<file path="config.mk">
export PLATFORM = sky130hd
export DESIGN_NAME = uart_cmd_responder
export DESIGN_NICKNAME = d
export VERILOG_FILES = /design/src/rtl/uart_cmd_responder.sv
export SDC_FILE = /design/constraint.sdc
export NUM_CORES = 1
export LEC_CHECK = 0
export ABC_CLOCK_PERIOD_IN_PS = 3400
export BUFFER_PORTS_ARGS = -buffer_cell sky130_fd_sc_hd__buf_2
export CAP_MARGIN = 20
export CORE_MARGIN = 2
export CORE_UTILIZATION = 55
export CTS_CLUSTER_SIZE = 25
export DETAILED_ROUTE_END_ITERATION = 7
export GPL_ROUTABILITY_DRIVEN = 0
export PLACE_DENSITY = 0.72
export SETUP_SLACK_MARGIN = 0.3
export SKIP_LAST_GASP = 1
export SLEW_MARGIN = 25
export SYNTH_ARGS = -nofsm -noshare
export SYNTH_HDL_FRONTEND = slang
export SYNTH_SLANG_ARGS = --single-unit
</file>
<file path="constraint.sdc">
create_clock -name clk -period 3.4 [get_ports clk]
set_input_delay 0.51 -clock clk [delete_from_list [all_inputs] [get_ports clk]]
set_output_delay 0.51 -clock clk [all_outputs]
set_load 0.05 [all_outputs]
</file>
<file path="src/rtl/uart_cmd_responder.sv">
// ---------------------------------------------------------------------------
// uart_cmd_responder
//   Byte-level command responder sitting behind a UART rx/tx pair. Parses
//   host frames from the received byte stream, services reads and writes to
//   an internal register file and returns exactly one response byte per
//   completed frame.
//
//   Frames:  'R',addr       -> reply reg[addr]
//            'W',addr,data  -> write reg[addr], reply 'K'
//            anything else  -> reply 'E'
//   An address byte with bits set above ADDR_WIDTH completes the frame
//   normally (a W frame still consumes its data byte), writes nothing and
//   replies 'E'.
//
// Ports
//   clk        system clock
//   rst_n      synchronous active-low reset
//   rx_data    received byte, qualified by rx_valid
//   rx_valid   one-cycle strobe per received byte
//   tx_ready   transmitter idle (high = may accept tx_start)
//   tx_start   one-cycle request to send tx_data
//   tx_data    response byte, stable from tx_start until the next load
//   wr_strobe  one-cycle pulse when a register write commits
//   wr_addr    address of the committed write
//   wr_data    data of the committed write
//   busy       high whenever the FSM is not in IDLE
//   err_pulse  one-cycle pulse on inter-byte timeout, or on an rx byte that
//              arrives while a response is in flight (that byte is dropped)
//
// Transmit handshake: in SEND the FSM waits for tx_ready=1 and then raises
// tx_start for exactly one cycle. It then waits for tx_ready to fall (the
// transmitter took the byte) and to rise again (the byte has gone out)
// before returning to IDLE, so a new frame is never answered while the
// previous reply is still on the wire.
// ---------------------------------------------------------------------------
module uart_cmd_responder #(
  parameter int DATA_WIDTH     = 8,
  parameter int ADDR_WIDTH     = 4,
  parameter int TIMEOUT_CYCLES = 50000
) (
  input  logic                  clk,
  input  logic                  rst_n,
  input  logic [DATA_WIDTH-1:0] rx_data,
  input  logic                  rx_valid,
  input  logic                  tx_ready,
  output logic                  tx_start,
  output logic [DATA_WIDTH-1:0] tx_data,
  output logic                  wr_strobe,
  output logic [ADDR_WIDTH-1:0] wr_addr,
  output logic [DATA_WIDTH-1:0] wr_data,
  output logic                  busy,
  output logic                  err_pulse
);

  localparam int NUM_REGS = 2 ** ADDR_WIDTH;
  localparam int CNT_W    = (TIMEOUT_CYCLES > 2) ? $clog2(TIMEOUT_CYCLES) : 1;

  localparam logic [DATA_WIDTH-1:0] CMD_READ  = DATA_WIDTH'(8'h52);
  localparam logic [DATA_WIDTH-1:0] CMD_WRITE = DATA_WIDTH'(8'h57);
  localparam logic [DATA_WIDTH-1:0] RSP_OK    = DATA_WIDTH'(8'h4B);
  localparam logic [DATA_WIDTH-1:0] RSP_ERR   = DATA_WIDTH'(8'h45);

  localparam logic [CNT_W-1:0] CNT_LAST = CNT_W'(TIMEOUT_CYCLES - 1);
  localparam logic [CNT_W-1:0] CNT_MAX  = '1;

  typedef enum logic [2:0] {
    IDLE      = 3'd0,
    GET_ADDR  = 3'd1,
    GET_DATA  = 3'd2,
    SEND      = 3'd3,
    WAIT_BUSY = 3'd4,
    WAIT_DONE = 3'd5
  } state_t;

  state_t                  state;
  logic                    cmd_is_write;
  logic                    addr_bad;
  logic [ADDR_WIDTH-1:0]   addr_q;
  logic [CNT_W-1:0]        to_cnt;
  logic [DATA_WIDTH-1:0]   reg_file [NUM_REGS];

  // Address bits above the register file size must all be zero.
  logic rx_addr_bad;
  assign rx_addr_bad = |rx_data[DATA_WIDTH-1:ADDR_WIDTH];

  // A byte arriving while a reply is pending or in flight is dropped.
  logic responding;
  assign responding = (state == SEND) || (state == WAIT_BUSY) || (state == WAIT_DONE);

  assign busy = (state != IDLE);

  always_ff @(posedge clk) begin
    if (!rst_n) begin
      state        <= IDLE;
      cmd_is_write <= 1'b0;
      addr_bad     <= 1'b0;
      addr_q       <= '0;
      to_cnt       <= '0;
      tx_start     <= 1'b0;
      tx_data      <= '0;
      wr_strobe    <= 1'b0;
      wr_addr      <= '0;
      wr_data      <= '0;
      err_pulse    <= 1'b0;
      for (int i = 0; i < NUM_REGS; i++) begin
        reg_file[i] <= '0;
      end
    end else begin
      tx_start  <= 1'b0;
      wr_strobe <= 1'b0;
      err_pulse <= rx_valid && responding;

      case (state)
        IDLE: begin
          to_cnt <= '0;
          if (rx_valid) begin
            if (rx_data == CMD_READ || rx_data == CMD_WRITE) begin
              cmd_is_write <= (rx_data == CMD_WRITE);
              state        <= GET_ADDR;
            end else begin
              tx_data <= RSP_ERR;
              state   <= SEND;
            end
          end
        end

        GET_ADDR: begin
          if (rx_valid) begin
            // An arriving byte always beats the timeout in the same cycle.
            to_cnt   <= '0;
            addr_q   <= rx_data[ADDR_WIDTH-1:0];
            addr_bad <= rx_addr_bad;
            if (cmd_is_write) begin
              state <= GET_DATA;
            end else begin
              tx_data <= rx_addr_bad ? RSP_ERR : reg_file[rx_data[ADDR_WIDTH-1:0]];
              state   <= SEND;
            end
          end else if (to_cnt == CNT_LAST) begin
            to_cnt    <= '0;
            err_pulse <= 1'b1;
            state     <= IDLE;
          end else if (to_cnt != CNT_MAX) begin
            to_cnt <= to_cnt + 1'b1;
          end
        end

        GET_DATA: begin
          if (rx_valid) begin
            to_cnt <= '0;
            if (addr_bad) begin
              tx_data <= RSP_ERR;
            end else begin
              reg_file[addr_q] <= rx_data;
              tx_data          <= RSP_OK;
              wr_strobe        <= 1'b1;
              wr_addr          <= addr_q;
              wr_data          <= rx_data;
            end
            state <= SEND;
          end else if (to_cnt == CNT_LAST) begin
            to_cnt    <= '0;
            err_pulse <= 1'b1;
            state     <= IDLE;
          end else if (to_cnt != CNT_MAX) begin
            to_cnt <= to_cnt + 1'b1;
          end
        end

        SEND: begin
          if (tx_ready) begin
            tx_start <= 1'b1;
            state    <= WAIT_BUSY;
          end
        end

        WAIT_BUSY: begin
          if (!tx_ready) begin
            state <= WAIT_DONE;
          end
        end

        WAIT_DONE: begin
          if (tx_ready) begin
            state <= IDLE;
          end
        end

        default: begin
          state <= IDLE;
        end
      endcase
    end
  end

endmodule
</file>
==> results.md, run 1 <==
- Final wirelength: 18,300 um
- Total number of vias: 5,330
- Die width: 126 um
- Final setup TNS: 0 ps
- Drt pass-1 iters: 5
- Top post-synthesis cells by area: edfxtp_1, dfxtp_1, and2_1, mux4_2, a21oi_1
- Synth Flop Type: edfxtp_1
- CP arrival: 2970 ps
- Post-route minimum period: 2900 ps
- Clk pwr share: 42.2%
- Setup crit end: reg_file[8][1]
- Vias in the first global route: 5,158
- Yosys top cell by area: edfxtp_1
- Most frequent cell on the critical path: or4_1
- Worst r2r src: state[1]
- Clk root buf: clkbuf_16
- Via/cell ratio: 5.99
- VDD IR-drop max: 0.469 mV
- Max-slew headroom: 39.9%
- Critical path type: reg -> reg
- Crit Reg-Reg Endpoint: reg_file[8][1]
- Iter 0 DRT Violations: 658
- Critical Path Start Type: flop
- Global route overflow: 0
- Post-synthesis sequential area ratio: 58.7%
- RSZ-0062 raised after global routing: no
- Setup violators final: 0
- Final Power: 4820 uW
- Initial antenna violation count: 0
- Cell variety after synth: 56
- Slew of the pin with the lowest slew margin: 888 ps
- Beginning of the critical path: state[1]
- Fin. Hold Viols: 0
- Core region area: 14,500 um2
- CP cell instances: nand2_1, or4_1, or4_1, o21ai_1
- First-pass GRT wire length: 28,600 um
- Syn Area/Cell: 12.4 um2
- Syn nets: 675
- Clock Path Buffers: 2
- Sw frac: 24.7%
- Post-synth EDFFs: 128
- Layout filler cell count: 1,118
- Largest net degree at the start of global routing: 55
- # port buffers: 35
- Design area: 9190 um2
- Min-Delay Path Class: in -> reg
- Drt wl/cell: 20.6 um
- F_max: 345 MHz
- Sw power: 1190 uW
- Synth warn: 0
- Logic pwr share: 7.8%
- CTS clk-pin slew, worst paths: 70 ps
- Top post-synthesis cells by count: and2_1, edfxtp_1, dfxtp_1
- Cell Pwr Density: 525 nW/um2
- Antenna-violating nets left: 0
- Die area: 15,900 um2
- R2R Setup Slk: 500 ps
- Area of the multi-input gates: 3170 um2
- Die extent in y: 126 um
- Worst-Skew Late Latency: 440 ps
- Initial Utilization: 56.3%
- CTS tree: yes
- CP Capture Type: flop
- Crit path max fanout: 16
- Status: completed
- Drc violations: 0
- FF/Latch Area: 4800 um2
- Slowest CP cell: o21ai_1
- IO Count: 36
- Syn-to-layout area delta: 12.4%
- Worst Skew: 12.4 ps
- Rows: 44
- Post-Syn Area: 8180 um2
- Max-slew violation count: 0
- Number of inserted diodes: 0
- Req. time, crit path: 3480 ps
- Post CTS Setup Buffer Count: 0
- CTS sink cnt: 176
- Clock H-tree levels: 4
- Post-synthesis cell count: 662
- Share of layout cells above drive strength 1: 19.7%
- Synth top area share: 47.0%
- Dpl hpwl: 12,100 um
- Post-cts sizing count: 0
- CTS Hold Bufs: 0
- TritonCTS Buffers: 17
- Async set-or-reset flop fraction in the synthesized netlist: 0%
- Pleak: 0.00338 uW
- Global Route Usage Sum: 24.1%
- Max cap viols: 0
- Worst R2R Path Depth: 4
- Nets: 706
- Area post-placement: 8580 um2
- Max incr delay on CP: 660 ps
- Pint: 3630 uW
- #FFs+latches synth: 176
- Fin util: 63.3%
- Final period utilization: 85.2%
- Flop pwr share: 50.0%
==> power groups by stage <==
| stage | Clock [uW] | Sequential, uW | Combinational [uW] |
|---|---|---|---|
| floorplan | 0 | 2460 | 242 |
| global placement | 0 | 2460 | 371 |
| detailed placement | 0 | 2460 | 377 |
| CTS | 2050 | 2410 | 378 |
| global route | 2130 | 2420 | 405 |
| finish | 2040 | 2410 | 376 |
==> critical path, delay by kind of cell (launching register included) <==
family | cells | cell delay (ps)
AND/OR/NAND/NOR | 3 | 1250
AO/OA/AOI/OAI | 1 | 660
flip-flops | 1 | 620
==> area by class of cell <==
cell class / count / share of cell area (%)
multi-input cells: 435 / 34.5
repair buffers: 58 / 3.92
well taps: 184 / 2.50
clock inverters: 11 / 1.40
clock buffers: 21 / 5.25
flip-flops and latches: 176 / 52.3
inverters: 5 / 0.204
==> routing by layer <==
layer | wire length, um | vias to the layer above | global-route usage (%)
li1 | - | 2497 | -
met1 | 7650 | 2640 | 31.5
met2 | 9200 | 153 | 40.0
met3 | 1010 | 40 | 4.80
met4 | 461 | 0 | 9.63
met5 | 0 | - | 0
==> sequential cells by signal, summed over array words and instances, names as in the netlist <==
signal / count
addr_bad: 1
wr_data: 8
tx_data: 8
addr_q: 4
state: 3
wr_strobe: 1
tx_start: 1
wr_addr: 4
cmd_is_write: 1
reg_file: 128
to_cnt: 16
err_pulse: 1
==> cells by family after synthesis <==
logic type / count (synthesis) / synth area share, %
AOI/OAI and AO/OA: 84 / 5.84
xor gates and xnor gates: 7 / 0.749
adders and majority gates: 1 / 0.153
buffers and inverters: 51 / 2.54
DFF: 176 / 58.7
muxes: 51 / 11.2
and+or+nand+nor: 292 / 20.7
==> cell usage in the layout (no fill, tap or decap), types with 12 or more instances in the layout <==
cell type,instances
a21oi_1,32
and2_1,128
buf_2,35
buf_4,22
clkbuf_16,19
dfxtp_1,48
edfxtp_1,128
mux2i_1,12
mux4_2,32
nand2_1,42
nand3_1,14
nor2_1,35
o21ai_0,22
or4_1,12
==> stage by stage <==
stage                     std cells  hold slack (ps)  setup slack (ps)
after floorplan                 662              465               752
after global placement          858              442               594
after detailed placement        858              444               491
after CTS                       890              356               531
after global routing            890              391               353
final                           890              369               504
==> how the worst min path moves through the flow <==
stage	start	end	slack [ps]	depth (start not counted)
floorplan	to_cnt[4]	to_cnt[4]	470	2
global placement	wr_data[3]	wr_data[3]	440	2
detailed placement	wr_addr[0]	wr_addr[0]	440	2
CTS	tx_ready	tx_start	360	3
global route	tx_ready	tx_start	390	3
finish	tx_ready	tx_start	370	3
No activity file was read; power rests on OpenSTA's default activity.
==> run 2: changes to the inputs <==
==> constraint.sdc (replaced) <==
create_clock -name clk -period 3.4 [get_ports clk]
set_input_delay 0.34 -clock clk [delete_from_list [all_inputs] [get_ports clk]]
set_output_delay 0.34 -clock clk [all_outputs]
set_load 0.05 [all_outputs]
==> run 2 against run 1 <==
Effect of this change: clock skew shrank 1.9 ps; via count about the same; fmax is 5.2% higher; utilization about the same; cell count did not move; critical endpoint is now reg_file[0][5].
==> results.md, run 2 (synthesis results as in run 1) <==
- CP arrival: 2840 ps
- Regs by FF count: reg_file: 128 flops, to_cnt: 16 flops
- F_max: 363 MHz
- Setup violators final: 0
- Vias in the first global route: 5,256
- Final setup TNS: 0 ps
- CP Capture Type: flop
- Iter 0 DRT Violations: 445
- RSZ-0062 raised after global routing: no
- First-pass GRT wire length: 29,700 um
- Rows: 44
- TritonCTS Buffers: 17
- Die extent in y: 126 um
- CTS clk-pin slew, worst paths: 70 ps
- Drt wl/cell: 20.9 um
- Worst-Skew Late Latency: 420 ps
- Status: completed
- Syn-to-layout area delta: 12.4%
- Nets: 706
- Biggest register: reg_file
- Worst Skew: 10.4 ps
- Cell Pwr Density: 518 nW/um2
- Die width: 126 um
- Clock Path Buffers: 2
- Number of inserted diodes: 0
- Clk root buf: clkbuf_16
- Final period utilization: 81.0%
- Max-slew headroom: 37.0%
- Via/cell ratio: 5.98
- Largest net degree at the start of global routing: 55
- Drt pass-1 iters: 7
- Commonest non-fill, non-tap cells in the layout: and2_1, edfxtp_1, dfxtp_1
- CP cell instances: or4_1, or4_1, nor3_4, nand2b_1
- Critical path type: reg -> reg
- Share of layout cells above drive strength 1: 19.8%
- Layout filler cell count: 1,158
- VDD IR-drop max: 0.455 mV
- Clock H-tree levels: 4
- Fin util: 63.2%
- CTS tree: yes
- IO Count: 36
- # port buffers: 35
- Initial Utilization: 56.3%
- Pleak: 0.00338 uW
- Slew of the pin with the lowest slew margin: 931 ps
- Dpl hpwl: 12,300 um
- Max-slew violation count: 0
- Crit path max fanout: 19
- Fin. Hold Viols: 0
- CTS sink cnt: 176
- Final wirelength: 18,600 um
- Global Route Usage Sum: 24.8%
- R2R Setup Slk: 650 ps
- Most frequent cell on the critical path: or4_1
- Global route overflow: 0
- Die area: 15,900 um2
- Post-route minimum period: 2750 ps
- Req. time, crit path: 3490 ps
- Min-Delay Path Class: in -> reg
- Slowest CP cell: or4_1
- Initial antenna violation count: 0
- Total number of vias: 5,326
- Max incr delay on CP: 620 ps
- Core region area: 14,500 um2
- Critical Path Start Type: flop
- Max reg flops: 128
- Drc violations: 0
- Max cap viols: 0
- Antenna-violating nets left: 0
[run 2: changes by cell type in the layout (fill, tap and decap cells not counted), sizes merged]
cell | before | now
clkinv | 1 | 4
clkinvlp | 1 | 0
inv | 13 | 8
clkbuf | 21 | 25
bufinv | 1 | 0
[run 2: final timing paths]
| path | endpoint | depth (start not counted) | from |
|---|---|---|---|
| worst max register to register | reg_file[0][5] | 4 | state[2] |
| worst min register to register | wr_data[1] | 2 | wr_data[1] |
| worst max-delay path | reg_file[0][5] | 4 | state[2] |
| worst min-delay path | tx_start | 3 | tx_ready |
[run 2: routing by layer]
metal  track usage (%)  routed length, um  share of wire [%]  vias to the layer above
met5                 0                  0                  0                        -
met4              8.21                430                2.3                        0
met3              5.73                930                5.0                       27
met2              40.1               9290                 50                      148
met1              33.6               7930                 43                     2664
li1                  -                  -                  -                     2487
[run 2: stage by stage]
| stage | setup slack [ps] | cell area [um2] | hold slack [ps] | power, uW | std cells |
|---|---|---|---|---|---|
| finish | 647 | 9190 | 202 | 4760 | 890 |
| global route | 446 | 9190 | 206 | 4900 | 890 |
| CTS | 497 | 9190 | 179 | 4780 | 890 |
| detailed placement | 516 | 8580 | 445 | 2840 | 858 |
| global placement | 633 | 8580 | 444 | 2830 | 858 |
| floorplan | 901 | 8180 | 465 | 2710 | 662 |
[run 2: cell type report]
type	count	area (um2)	area share [%]
multi-input combinational	435	3170	34.5
clock inverter	7	58.8	0.640
timing repair buffer	58	360	3.92
clock buffer	25	549	5.98
tap	184	230	2.50
inverter	5	18.8	0.204
sequential	176	4810	52.3
[run 2: power by group]
part | switching (uW) | internal [uW]
sequential | 47.6 | 2370
combinational | 245 | 133
clock | 825 | 1140
total | 1120 | 3640
[run 2: what timing repair did]
action | in CTS | in global routing
hold endpoints to repair | 0 | 0
gates resized for setup | 0 | 2
buffers inserted | 0 | 0
endpoints found under the setup margin | 0 | 28
hold buffers | 0 | 0
[run 2: critical path, delay by kind of cell (launching register included)]
family	cells	cell delay, ps
flip-flops	1	490
AND/OR/NAND/NOR	4	1920
==> run 3: changes to the inputs <==
ABC_CLOCK_PERIOD_IN_PS = 2600   (was 3400)
clock period = 2.6 ns   (was 3.4 ns; I/O delays follow)
==> run 3 against run 2 <==
Effect of this change: count of clock-buffer cells in the layout fell by 7; combinational power rose by 45%; via count rose by 5.1%; final area rose by 2.9%; wire length rose by 4.7%; die area did not move; power rose by 30%; critical path depth rose by 2; utilization rose by 1.8 points; largest cell class unchanged; largest power group unchanged.
==> results.md, run 3 (synthesis results as in run 1) <==
- Post-route minimum period: 2260 ps
- Die area: 15,900 um2
- Biggest register: reg_file
- Sw frac: 25.1%
- Max-slew headroom: 52.8%
- Core region area: 14,500 um2
- Final period utilization: 87.0%
- # port buffers: 35
- Regs by FF count: reg_file: 128 flops, to_cnt: 16 flops
- RSZ-0062 raised after global routing: no
- Largest net degree at the start of global routing: 31
- Sw power: 1560 uW
- CP cell instances: or4b_4, nor4_4, nor4_4, buf_12, or4_4, a21oi_2
- Max incr delay on CP: 570 ps
- Nets: 731
- Final setup TNS: 0 ps
- Clk root buf: clkbuf_16
- Cell Pwr Density: 656 nW/um2
- IO Count: 36
- Max cap viols: 0
- Min-Delay Path Class: in -> reg
- Clock H-tree levels: 4
- Final hold slack: 115 ps
- Die width: 126 um
- Iter 0 DRT Violations: 578
- CTS Hold Bufs: 0
- FF/Latch Area: 4810 um2
- Flop pwr share: 50.6%
- CP arrival: 2630 ps
- Vias in the first global route: 5,572
- Crit path max fanout: 8
- Via/cell ratio: 6.12
- Initial Utilization: 56.3%
- Critical Path Start Type: flop
- Syn-to-layout area delta: 15.6%
- Clk pwr share: 40.6%
- Die extent in y: 126 um
- Most frequent cell on the critical path: nor4_4
- CTS tree: yes
- Dpl hpwl: 12,800 um
- Area of the multi-input gates: 3250 um2
- Clock Path Buffers: 2
- Initial antenna violation count: 0
- TritonCTS Buffers: 17
- Layout filler cell count: 1,105
- CTS sink cnt: 176
- Fin. Hold Viols: 0
- Worst Skew: 11.6 ps
- CTS clk-pin slew, worst paths: 70 ps
- CP Capture Type: flop
- Drt wl/cell: 21.3 um
- Rows: 44
- Critical path type: reg -> reg
- Final wirelength: 19,400 um
- Max-slew violation count: 0
- Total number of vias: 5,596
- Worst-Skew Late Latency: 440 ps
- Req. time, crit path: 2970 ps
- Pleak: 0.00350 uW
- Max reg flops: 128
- F_max: 442 MHz
- Drt pass-1 iters: 6
- Status: completed
- Global route overflow: 0
- Slowest CP cell: or4b_4
- Pint: 4640 uW
- Drc violations: 0
- First-pass GRT wire length: 30,500 um
- Share of layout cells above drive strength 1: 24.4%
- Number of inserted diodes: 0
- Setup violators final: 0
- Slew of the pin with the lowest slew margin: 708 ps
- VDD IR-drop max: 0.718 mV
- Global Route Usage Sum: 25.2%
- Logic pwr share: 8.8%
- Commonest non-fill, non-tap cells in the layout: and2_1, edfxtp_1, dfxtp_1, buf_4, nand2_1
- Antenna-violating nets left: 0
==> run 3: cell types whose count changed in the layout (fill, tap and decap cells not counted), sizes merged <==
cell      delta
buf         +24
clkbuf       -6
inv          +4
clkinvlp     +2
bufinv       +1
==> run 3: path summary, 6_finish.rpt <==
check,startpoint,to,slack [ps],depth (start not counted)
setup / recovery,to_cnt[5],to_cnt[3],340,6
hold / removal,tx_ready,tx_start,120,3
setup reg to reg,to_cnt[5],to_cnt[3],340,6
hold reg to reg,wr_data[7],wr_data[7],460,2
==> run 3: power by group through the flow <==
| stage | combinational, uW | clock [uW] | sequential, uW |
|---|---|---|---|
| detailed placement | 536 | 0 | 3200 |
| finish | 548 | 2520 | 3140 |
| global placement | 523 | 0 | 3190 |
| floorplan | 323 | 0 | 3220 |
| global route | 584 | 2640 | 3140 |
| CTS | 545 | 2530 | 3140 |
==> run 3: stage by stage <==
| step | util, % | instance area (um2) | cells | power (uW) | setup slack, ps |
|---|---|---|---|---|---|
| finish | 65.1 | 9460 | 915 | 6200 | 337 |
| global route | 65.1 | 9460 | 915 | 6370 | 260 |
| CTS | 64.4 | 9360 | 909 | 6210 | 332 |
| detailed placement | 60.2 | 8740 | 876 | 3730 | 221 |
| global placement | 60.1 | 8740 | 876 | 3720 | 152 |
| floorplan | - | 8220 | 662 | 3550 | 239 |
==> run 3: area by class of cell <==
class / instances / area share [%]
multi-input cells: 435 / 34.3
repair buffers: 83 / 6.11
well taps: 184 / 2.43
flip-flops and latches: 176 / 50.9
clock inverters: 14 / 1.52
inverters: 5 / 0.198
clock buffers: 18 / 4.54
==> run 3: repair_timing <==
item                       4_1_cts  5_1_grt
buffers inserted                 1        5
pin swaps                        1        5
gates cloned                     0        1
gates resized for setup          5       10
setup endpoints to repair       70       34
==> run 3: worst max-delay path, delay by kind of cell, from the launching register on <==
family / cells / cell delay (ps)
AO/OA/AOI/OAI: 1 / 120
buffers and inverters: 1 / 150
flip-flops: 1 / 370
AND/OR/NAND/NOR: 4 / 1550
==> run 3: metal layers <==
layer | global-route usage, % | share of wire, %
met1 | 33.2 | 42
met3 | 6.24 | 6.0
met4 | 6.01 | 1.6
met2 | 42.5 | 51
met5 | 0 | 0
